$ cat src/rtl/serial_codec_pkg.sv
// Shared definitions for the bit-serial Excess-3 / BCD codec.
// Contents: direction encodings, default digit geometry, the FSM state type
// and the digit legality check used on the last bit of every digit.
package serial_codec_pkg;

    localparam logic MODE_XS3_TO_BCD = 1'b0;
    localparam logic MODE_BCD_TO_XS3 = 1'b1;

    localparam int DEF_DIGIT_W   = 4;
    localparam int DEF_OFFSET    = 3;
    localparam int DEF_MAX_DIGIT = 9;

    typedef enum logic {
        ST_IDLE = 1'b0,
        ST_RUN  = 1'b1
    } codec_state_t;

    // v is the raw input code of the completed digit.
    function automatic logic digit_legal(input int v, input logic mode,
                                         input int offset, input int max_digit);
        if (mode == MODE_XS3_TO_BCD)
            return (v >= offset) && (v <= max_digit + offset);
        else
            return (v <= max_digit);
    endfunction

endpackage

$ cat src/rtl/serial_const_addsub.sv
// One-bit serial adder/subtractor against a constant bit, holding the
// carry/borrow register k.
// Ports:
//   clk, rst  : clock, synchronous active-high reset (clears k)
//   x         : serial operand bit
//   c         : constant bit for this bit position
//   mode      : 0 = subtract (borrow), 1 = add (carry)
//   clear     : first bit of a digit; treat k as 0 so nothing crosses digits
//   enable    : update k this cycle
//   z         : result bit (combinational)
//   k_next    : carry/borrow into the next bit position
module serial_const_addsub
    import serial_codec_pkg::*;
(
    input  logic clk,
    input  logic rst,
    input  logic x,
    input  logic c,
    input  logic mode,
    input  logic clear,
    input  logic enable,
    output logic z,
    output logic k_next
);

    logic k;
    logic k_eff;

    always_comb begin
        k_eff = clear ? 1'b0 : k;
        z     = x ^ c ^ k_eff;
        if (mode == MODE_BCD_TO_XS3)
            k_next = (x & c) | ((x ^ c) & k_eff);
        else
            k_next = (~x & c) | (~(x ^ c) & k_eff);
    end

    always_ff @(posedge clk) begin
        if (rst)
            k <= 1'b0;
        else if (enable)
            k <= k_next;
    end

endmodule

$ cat src/rtl/serial_xs3_bcd_codec.sv
// Bit-serial, LSB-first Excess-3 <-> BCD converter for NDIGITS-digit words.
// Each qualified input bit produces its converted bit in the same cycle.
// Ports:
//   Clk, Rst     : clock, synchronous active-high reset
//   X, In_Valid  : serial code bit and its qualifier (low = stall)
//   Start        : bit 0 of digit 0 of a new word (aborts any word in flight)
//   Mode         : direction, sampled with Start
//   Z, Out_Valid : converted bit and its qualifier
//   Digit_Last, Word_Last : current bit is the MSB of a digit / of the word
//   Err          : completed digit is illegal (with Digit_Last)
//   Word_Err     : sticky illegal-digit flag for the current/last word
//   Digit_Idx    : digit in progress
//   Busy         : word in progress
module serial_xs3_bcd_codec
    import serial_codec_pkg::*;
#(
    parameter  int DIGIT_W   = DEF_DIGIT_W,
    parameter  int OFFSET    = DEF_OFFSET,
    parameter  int MAX_DIGIT = DEF_MAX_DIGIT,
    parameter  int NDIGITS   = 4,
    localparam int BW        = (DIGIT_W > 1) ? $clog2(DIGIT_W) : 1,
    localparam int DW        = (NDIGITS > 1) ? $clog2(NDIGITS) : 1
) (
    input  logic          Clk,
    input  logic          Rst,
    input  logic          X,
    input  logic          In_Valid,
    input  logic          Start,
    input  logic          Mode,
    output logic          Z,
    output logic          Out_Valid,
    output logic          Digit_Last,
    output logic          Word_Last,
    output logic          Err,
    output logic          Word_Err,
    output logic [DW-1:0] Digit_Idx,
    output logic          Busy
);

    localparam logic [DIGIT_W-1:0] OFF_V    = DIGIT_W'(OFFSET);
    localparam logic [BW-1:0]      BIT_LAST = BW'(DIGIT_W - 1);
    localparam logic [DW-1:0]      DIG_LAST = DW'(NDIGITS - 1);

    codec_state_t         state;
    logic [BW-1:0]        bit_r, bit_eff;
    logic [DW-1:0]        dig_r, dig_eff;
    logic                 mode_r, mode_eff;
    logic [DIGIT_W-2:0]   nib_r;
    logic                 word_err_r;
    logic                 qual, start_q, ov, c_bit, clr;
    logic                 digit_last, word_last, legal, err;
    logic                 z_cell;
    // The cell keeps its own carry register; its carry-out is not needed here.
    logic                 k_next_unused;

    always_comb begin
        qual       = In_Valid & ~Rst;
        start_q    = qual & Start;
        ov         = qual & ((state == ST_RUN) | Start);
        // A qualified Start overrides the counters so the restart bit is bit 0.
        bit_eff    = start_q ? '0 : bit_r;
        dig_eff    = start_q ? '0 : dig_r;
        mode_eff   = start_q ? Mode : mode_r;
        c_bit      = OFF_V[bit_eff];
        clr        = (bit_eff == '0);
        digit_last = ov & (bit_eff == BIT_LAST);
        word_last  = digit_last & (dig_eff == DIG_LAST);
        legal      = digit_legal(32'({X, nib_r}), mode_eff, OFFSET, MAX_DIGIT);
        err        = digit_last & ~legal;
    end

    serial_const_addsub u_cell (
        .clk    (Clk),
        .rst    (Rst),
        .x      (X),
        .c      (c_bit),
        .mode   (mode_eff),
        .clear  (clr),
        .enable (ov),
        .z      (z_cell),
        .k_next (k_next_unused)
    );

    always_ff @(posedge Clk) begin
        if (Rst) begin
            state      <= ST_IDLE;
            bit_r      <= '0;
            dig_r      <= '0;
            mode_r     <= MODE_XS3_TO_BCD;
            nib_r      <= '0;
            word_err_r <= 1'b0;
        end else if (ov) begin
            mode_r <= mode_eff;
            // LSB-first: after DIGIT_W-1 shifts, nib_r[0] holds bit 0.
            nib_r  <= {X, nib_r[DIGIT_W-2:1]};
            if (start_q)
                word_err_r <= err;
            else if (err)
                word_err_r <= 1'b1;
            if (bit_eff == BIT_LAST) begin
                bit_r <= '0;
                dig_r <= (dig_eff == DIG_LAST) ? '0 : dig_eff + DW'(1);
            end else begin
                bit_r <= bit_eff + BW'(1);
                dig_r <= dig_eff;
            end
            state <= word_last ? ST_IDLE : ST_RUN;
        end
    end

    assign Z          = z_cell & ~Rst;
    assign Out_Valid  = ov;
    assign Digit_Last = digit_last;
    assign Word_Last  = word_last;
    assign Err        = err;
    assign Word_Err   = word_err_r;
    assign Digit_Idx  = dig_eff;
    assign Busy       = (state == ST_RUN);

endmodule

$ cat config.mk
export PLATFORM = sky130hd
export DESIGN_NAME = serial_xs3_bcd_codec
export DESIGN_NICKNAME = d
export VERILOG_FILES = /design/src/rtl/serial_codec_pkg.sv /design/src/rtl/serial_const_addsub.sv /design/src/rtl/serial_xs3_bcd_codec.sv
export SDC_FILE = /design/constraint.sdc
export NUM_CORES = 1
export LEC_CHECK = 0
export BUFFER_PORTS_ARGS = -buffer_cell sky130_fd_sc_hd__buf_4
export CAP_MARGIN = 5
export CORE_AREA = 5 5 42 44
export CTS_CLUSTER_SIZE = 24
export DETAILED_ROUTE_END_ITERATION = 7
export DIE_AREA = 0 0 47 49
export PLACE_DENSITY = 0.82
export SLEW_MARGIN = 20
export SYNTH_ARGS = -nofsm -noshare
export SYNTH_HDL_FRONTEND = slang
export SYNTH_SLANG_ARGS = --single-unit
$ cat constraint.sdc
create_clock -name Clk -period 3.78 [get_ports Clk]
set_input_delay 0.378 -clock Clk [delete_from_list [all_inputs] [get_ports Clk]]
set_output_delay 0.378 -clock Clk [all_outputs]
set_load 0.01 [all_outputs]
==> results_dict.tcl, run 1 <==
set metrics [dict create \
    outcome "finished, final reports clean" \
    synth_cell_type_count 29 \
    core-area_um2 1400 \
    layout_common_cells "buf_4 (14), dfxtp_1 (11), nand2_1 (8), a21oi_1 (8)" \
    die_y_um 49 \
    cts_resized 0 \
    synth_area_um2 672 \
    syn_avg_cell_area_um2 8.96 \
    fmaxAchievable_ghz 0.428 \
    synthAdderAreaFrac_pct 11.5 \
    worstHoldPathType "in -> reg" \
    yosys.area_share.simple_pct 25.9 \
    rsz0062_at_grt "false" \
    hold_viol 0 \
    p_leak_nw 0.378 \
    max-clock-path-buffers 2 \
    worstSetupPathType "in -> out" \
    drtIter0Drc 10 \
    cts_hold_buffers 0 \
    r2r-start "bit_r[0]$_SDFFE_PP0P_" \
    maxCapViolCount 0 \
    area_growth_pct 20.3 \
    cp_slowest_cell "fa_1" \
    synthesis.nets 86 \
    io_pins 15 \
    worstMarginPinSlew_ns 0.369 \
    min_from "X" \
    powerDensity_nw_per_um2 303 \
    cts.htree.levels 1 \
    synthXorXnorAreaFrac_pct 1.30 \
    synth_compound_area_share_pct 18.4 \
    fp.dieArea_um2 2300 \
    synth_area_leaders "dfxtp_1 (33%), a21oi_1 (6.0%), fa_1 (6.0%)" \
    grt_first_pass_wirelength_um 2290 \
    maxSlewViolCount 0 \
    synthMuxAreaShare_pct 5.21 \
    cts_tree "done" \
    cts.clk_slew.worst_paths_ns 0.07 \
    start_kind "input port" \
    final_common_cell "buf_4" \
    dr_total_vias 548 \
    cts_sinks 11 \
    fin_nets 103 \
    relSlewSlack_pct 75.4 \
    ys_warn_count 0 \
    min_period_ns 2.34 \
    routed_wirelength_um 1340 \
    first_global_vias 532 \
    grtUsageTotal_pct 13.7 \
    clock-root-buffer "clkbuf_4" \
    die_width_um 47 \
    portBuffers 14 \
    globalplace.congestion 0.705 \
    viasPerCell 5.12 \
    clock_latency_ns 0.27 \
    crit_path_max_fanout 18 \
    antennaDiodeCount 0 \
    fin_tns_setup_ns 0 \
    num_rows 14 \
    drc_errors 0 \
    crit_start "Rst" \
    multi_input_area_um2 419 \
    grt_antenna_before_repair 0 \
    layout_worst_path_cycle_share_pct 61.8 \
    layout-drive-gt1-share_pct 28.6 \
    fillers 143 \
    synthCells 75 \
    path_cells "buf_4, nand3b_4, nand2_1, ha_1, nand2b_1, fa_1, nor2b_1, buf_4" \
    yosysSeqAreaShare_pct 32.8 \
    antenna_left 0 \
    drt-wirelength-per-cell_um 12.5 \
    dp_hpwl_um 1020 \
    grt_max_degree 19 \
    crit_arrival_ns 1.96 \
    postCtsSetupBuffers 0 \
    end_kind "primary output" \
    numCtsBuffers 3 \
    yosysTopAreaCell "dfxtp_1" \
    synth_top_family_by_area "simple AND/OR/NAND/NOR gates" \
    register_area_um2 220 \
    ys_ff_latch 11 \
    finalPower_mw 0.245 \
    firstDrtPassIters 3 \
    start_util_pct 47.9 \
    finalSetupViolations 0 \
    crit_required_ns 3.40 \
    yosysTopAreaCellShare_pct 32.8 \
    critPathMaxStageDelay_ns 0.48 \
    peakVddDrop_uv 166 \
    crit_top_cell "buf_4" \
    skew_ns 0.00128 \
    fin_hold_ws_ns 0.389 \
    overflow 0 \
]
critical path: cells and delay by family:
kind,cells,cell delay [ns]
fa+ha+maj,2,0.66
buf+inv,2,0.31
simple gates,4,0.61
registers in the layout, summed over array words and instances (netlist names):
| register | count |
|---|---|
| mode_r | 1 |
| Word_Err | 1 |
| nib_r | 3 |
| dig_r | 2 |
| u_cell.k | 1 |
| bit_r | 2 |
| Busy | 1 |
logic make-up after synthesis:
kind of cell             count (synthesis)
XOR/XNOR                                 1
AO/OA/AOI/OAI                           21
buffers and inverters                    6
AND/OR/NAND/NOR                         28
multiplexers                             3
adder cells (fa/ha/maj)                  5
flip-flops                              11
Yosys cell counts:
library cell / count
xnor2_1: 1
clkbuf_1: 1
nand2_1: 8
a22oi_1: 1
nor2b_1: 1
nor2_4: 1
a211oi_1: 1
mux2_4: 1
mux2i_1: 2
inv_1: 3
ha_1: 3
and2_4: 1
o21a_1: 1
buf_6: 1
nand2b_1: 2
a21oi_2: 1
o21ai_0: 6
fa_1: 2
a21oi_1: 8
nor2_1: 6
nand2_4: 1
inv_4: 1
and2_1: 2
and3b_1: 1
o21ai_1: 1
nand3b_4: 1
o21ai_2: 2
dfxtp_1: 11
nand3b_1: 4
routing by layer:
| metal | vias up | wire length [um] | track usage [%] |
|---|---|---|---|
| met1 | 251 | 651 | 18.6 |
| met5 | - | 0 | 0 |
| met2 | 5 | 646 | 19.5 |
| met3 | 2 | 30 | 3.32 |
| met4 | 0 | 9 | 6.91 |
| li1 | 290 | - | - |
through the flow:
step / setup WS (ns) / utilization [%] / cell area [um^2] / std cells
6_report: 1.44 / 57.7 / 808 / 107
2_1_floorplan: 1.66 / - / 672 / 75
5_1_grt: 1.31 / 57.7 / 808 / 107
3_5_place_dp: 1.44 / 55.8 / 782 / 103
3_3_place_gp: 1.47 / 55.8 / 782 / 103
4_1_cts: 1.44 / 57.7 / 808 / 107
worst paths after layout:
check	to	slack [ns]	cells after the start
max	Z	1.44	8
max reg2reg	u_cell.k$_SDFFE_PP0P_	2.16	7
min	nib_r[2]$_SDFFE_PP0P_	0.39	3
min reg2reg	bit_r[1]$_SDFFE_PP0P_	0.49	2
area by class of cell:
class                           count  share of cell area (%)
Clock buffer                        4                    3.25
Inverter                            4                    2.17
Multi-Input combinational cell     58                    51.9
Sequential cell                    11                    27.2
Tap cell                           16                    2.48
Timing Repair Buffer               14                    13.0
power breakdown:
group	switching, mW	total, mW	internal [mW]
combinational	0.0208	0.0382	0.0174
clock	0.0424	0.0833	0.0409
sequential	0.00349	0.123	0.120
No activity file was read; power rests on OpenSTA's default activity.
==> run 2: changes to the inputs <==
- CORE_AREA: 5 5 42 44 -> unset
- CORE_MARGIN: unset -> 5
- CORE_UTILIZATION: unset -> 46
- DIE_AREA: 0 0 47 49 -> unset
- PLACE_DENSITY: 0.82 -> 0.79
- clock period: 3.78 -> 2.1 ns (I/O delays scaled with it)
==> results_dict.tcl, run 2 (synthesis results as in run 1) <==
set metrics [dict create \
    fmaxAchievable_ghz 0.502 \
    rsz0062_at_grt "false" \
    crit_required_ns 1.89 \
    drc_errors 0 \
    placed_cells 103 \
    relSlewSlack_pct 76.3 \
    start_kind "flip-flop" \
    fin_area_um2 815 \
    dp_slack_ns 0.229 \
    fin_nets 104 \
    multi_input_area_um2 419 \
    p_leak_nw 0.383 \
    overflow 0 \
    top_register "nib_r" \
    hold_viol 0 \
    grt_max_degree 18 \
    met3_usage_pct 2.21 \
    antennaDiodeCount 0 \
    rr_worst_depth 7 \
    fin_hold_ws_ns 0.225 \
    worstSetupPathType "reg -> out" \
    cts.clk_slew.worst_paths_ns 0.07 \
    largest_reg_flops 3 \
    fillers 126 \
    dpl_cell_area_um2 788 \
    finalSetupViolations 0 \
    busiest_layer "met2" \
    peakVddDrop_uv 307 \
    routed_wirelength_um 1340 \
    cts_sinks 11 \
    fp.dieArea_um2 2330 \
    viasPerCell 5.19 \
    skew_ns 0.000675 \
    crit_path_max_fanout 3 \
    io_pins 15 \
    min_from "X" \
    fin_cells 107 \
    crit_start "bit_r[0]$_SDFFE_PP0P_" \
    setup_ws_ns 0.107 \
    firstDrtPassIters 4 \
    num_rows 13 \
    postCtsSetupBuffers 0 \
    layout_worst_path_cycle_share_pct 94.9 \
    critPathMaxStageDelay_ns 0.48 \
    drtIter0Drc 13 \
    cts_resized 0 \
    maxSlewViolCount 0 \
    r2r-start "bit_r[0]$_SDFFE_PP0P_" \
    outcome "finished, final reports clean" \
    r2r_end "u_cell.k$_SDFFE_PP0P_" \
    cp.depth 6 \
    end_kind "primary output" \
    final_common_cell "buf_4" \
    globalplace.congestion 0.739 \
    cts_tree "done" \
    min_period_ns 1.99 \
    antenna_left 0 \
    ff2ff_setup_slack_ns 0.51 \
    gr-usage-met2_pct 23.4 \
    clock-root-buffer "clkbuf_4" \
    numCtsBuffers 3 \
    fin_tns_setup_ns 0 \
    area_growth_pct 21.2 \
    worstHoldPathType "in -> reg" \
    hold_depth 3 \
    postLayoutCoreUtil_pct 61.1 \
    dp_hpwl_um 1070 \
    reg.largest.list "nib_r (3), bit_r (2), dig_r (2)" \
    cp_slowest_cell "fa_1" \
    core-area_um2 1330 \
    cts.htree.levels 1 \
    start_util_pct 50.4 \
    first_global_vias 554 \
    crit_arrival_ns 1.78 \
    clock_latency_ns 0.27 \
    die_width_um 48.2 \
    grt_antenna_before_repair 0 \
    finalPower_mw 0.439 \
    whs_endpoint "nib_r[2]$_SDFFE_PP0P_" \
    worstMarginPinSlew_ns 0.355 \
    critical-path-top-delay-family "adder cells" \
    maxCapViolCount 0 \
    powerDensity_nw_per_um2 539 \
    portBuffers 14 \
    layout-drive-gt1-share_pct 29.3 \
    max-clock-path-buffers 2 \
    die_y_um 48.2 \
    grtUsageMet1_pct 19.3 \
    path_cells "nand2_1, ha_1, nand2b_1, fa_1, nor2b_1, buf_4" \
    register_area_um2 220 \
    layout_common_cells "buf_4 (15), dfxtp_1 (11), nand2_1 (8), a21oi_1 (8)" \
    cts_hold_buffers 0 \
    drt-wirelength-per-cell_um 12.5 \
    dr_total_vias 555 \
    grtUsageTotal_pct 14.6 \
    grt_first_pass_wirelength_um 2350 \
    critPathBufInv 1 \
]
## run 2: per-layer routing
metal,part of all wire [%],vias to the layer above
li1,-,288
met1,45,257
met2,48,8
met3,4.7,2
met4,1.3,0
met5,0,-
## run 2: layout make-up
type,count,area share (%)
Multi-Input combinational cell,58,51.5
Sequential cell,11,27.0
Timing Repair Buffer,15,13.8
Clock buffer,4,3.23
Tap cell,15,2.30
Inverter,4,2.15
## run 2: how the worst max path moves through the flow
| stage | end | slack [ns] |
|---|---|---|
| global route | Z | 0.01 |
| global placement | Z | 0.28 |
| CTS | Z | 0.1 |
| floorplan | Z | 0.31 |
| finish | Z | 0.11 |
| detailed placement | Z | 0.23 |
## run 2: power breakdown
part | internal, mW | switching [mW]
Clock | 0.0735 | 0.0739
Sequential | 0.215 | 0.00612
Combinational | 0.0327 | 0.0377
Total | 0.321 | 0.118
## run 2: worst reg2reg max path: cells and delay by family (launching register included)
kind | cells | cell delay (ns)
muxes | 1 | 0.15
and+or+nand+nor | 2 | 0.26
DFF | 1 | 0.35
AOI/OAI and AO/OA | 2 | 0.19
adders and majority gates | 2 | 0.57
==> run 3: changes to the inputs <==
- RECOVER_POWER: unset -> 50
- REMOVE_ABC_BUFFERS: unset -> 1
==> results_dict.tcl, run 3 (synthesis results as in run 1) <==
set metrics [dict create \
    outcome "finished, final reports clean" \
    drtIter0Drc 15 \
    switching_power_mw 0.120 \
    critical-path-top-delay-family "adder cells" \
    min_period_ns 1.96 \
    cp.depth 6 \
    finalPower_mw 0.440 \
    grt_first_pass_wirelength_um 2410 \
    crit_required_ns 1.89 \
    clock_latency_ns 0.27 \
    viasPerCell 5.20 \
    path_cells "nand2_1, ha_1, nand2b_4, fa_1, nor2b_1, buf_4" \
    layout-drive-gt1-share_pct 28.3 \
    cts.clk_slew.worst_paths_ns 0.07 \
    seq_power_share_pct 50.5 \
    grtUsageTotal_pct 15.2 \
    cts_hold_buffers 0 \
    portBuffers 14 \
    fmaxAchievable_ghz 0.511 \
    cp_slowest_cell "fa_1" \
    cts.htree.levels 1 \
    area_growth_pct 20.9 \
    p_sw_share_pct 27.2 \
    fp.dieArea_um2 2330 \
    dp_hpwl_um 1050 \
    critPathMaxStageDelay_ns 0.47 \
    io_pins 15 \
    p_clk_share_pct 33.6 \
    cts_sinks 11 \
    die_width_um 48.2 \
    fin_nets 104 \
    maxCapViolCount 0 \
    numCtsBuffers 3 \
    worstSetupPathType "reg -> out" \
    firstDrtPassIters 4 \
    antennaDiodeCount 0 \
    worstHoldPathType "in -> reg" \
    num_rows 13 \
    peakVddDrop_uv 455 \
    finalSetupViolations 0 \
    p_leak_nw 0.376 \
    hold_depth 3 \
    grt_max_degree 18 \
    clock-root-buffer "clkbuf_4" \
    dr_total_vias 556 \
    hold_viol 0 \
    routed_wirelength_um 1420 \
    relSlewSlack_pct 76.2 \
    layout_common_cells "buf_4 (13), dfxtp_1 (10), nand2_1 (8), a21oi_1 (8)" \
    start_util_pct 50.4 \
    crit_arrival_ns 1.75 \
    antenna_left 0 \
    max-clock-path-buffers 2 \
    fin_hold_ws_ns 0.229 \
    postCtsSetupBuffers 0 \
    critPathBufInv 1 \
    drt-wirelength-per-cell_um 13.3 \
    grt_antenna_before_repair 0 \
    fin_tns_setup_ns 0 \
    top_register "nib_r" \
    drc_errors 0 \
    final_common_cell "buf_4" \
    crit_path_max_fanout 3 \
    skew_ns 0.00672 \
    share_comb_of_total_power_pct 15.8 \
    intPower_mw 0.321 \
    powerDensity_nw_per_um2 542 \
    rr_worst_depth 7 \
    cts_tree "done" \
    first_global_vias 533 \
    worstMarginPinSlew_ns 0.357 \
    end_kind "primary output" \
    overflow 0 \
    rsz0062_at_grt "false" \
    fillers 132 \
    start_kind "flip-flop" \
    layout_worst_path_cycle_share_pct 93.2 \
    globalplace.congestion 0.784 \
    die_y_um 48.2 \
    largest_reg_flops 3 \
    core-area_um2 1330 \
    maxSlewViolCount 0 \
    reg.largest.list "nib_r (3), bit_r (2), dig_r (2)" \
    cts_resized 0 \
]
run 3: cell types whose count changed in the layout (fill, tap and decap cells not counted), sizes merged:
cell	change
clkbuf	+2
buf	-2
run 3: area by class of cell:
| class | instances | area [um^2] | share of cell area (%) |
|---|---|---|---|
| Clock buffer | 4 | 26.3 | 3.24 |
| Multi-Input combinational cell | 58 | 423 | 52.1 |
| Timing Repair Buffer | 15 | 105 | 12.9 |
| Tap cell | 15 | 18.8 | 2.31 |
| Sequential cell | 11 | 221 | 27.3 |
| Inverter | 4 | 17.5 | 2.16 |
run 3: routing by layer:
metal  vias to the layer above  GRT usage, %  routed length, um
met1                       247          19.7                683
met5                         -             0                  0
met4                         0          9.68                 41
li1                        289             -                  -
met2                        15          23.4                616
met3                         5          2.21                 80
run 3: path summary, 6_finish.rpt:
path,start,to,slack [ns]
hold / removal,X,nib_r[2]$_SDFFE_PP0P_,0.23
setup / recovery,bit_r[0]$_SDFFE_PP0P_,Z,0.14
setup reg to reg,bit_r[0]$_SDFFE_PP0P_,u_cell.k$_SDFFE_PP0P_,0.56
hold reg to reg,Word_Err$_SDFFE_PP0P_,Word_Err$_SDFFE_PP0P_,0.49
run 3: power by group through the flow:
stage | Combinational, mW | Clock [mW] | Sequential, mW
2_1_floorplan | 0.0385 | 0 | 0.225
3_3_place_gp | 0.0698 | 0 | 0.226
3_5_place_dp | 0.0706 | 0 | 0.226
4_1_cts | 0.0709 | 0.152 | 0.221
5_1_grt | 0.0783 | 0.163 | 0.223
6_report | 0.0697 | 0.148 | 0.222
run 3: stage by stage:
| step | instances | utilization (%) | cell area [um^2] | setup WS (ns) |
|---|---|---|---|---|
| after floorplan | 73 | - | 657 | 0.432 |
| after global placement | 103 | 59.1 | 788 | 0.276 |
| after detailed placement | 103 | 59.1 | 788 | 0.207 |
| after CTS | 107 | 61.1 | 815 | 0.0666 |
| after global routing | 107 | 60.9 | 812 | 0.0414 |
| final | 107 | 60.9 | 812 | 0.142 |
run 3: worst min-delay path, delay by kind of cell:
kind,cells,cell delay (ns)
AOI/OAI and AO/OA,1,0.05
buffers and inverters,1,0.14
and+or+nand+nor,1,0.05
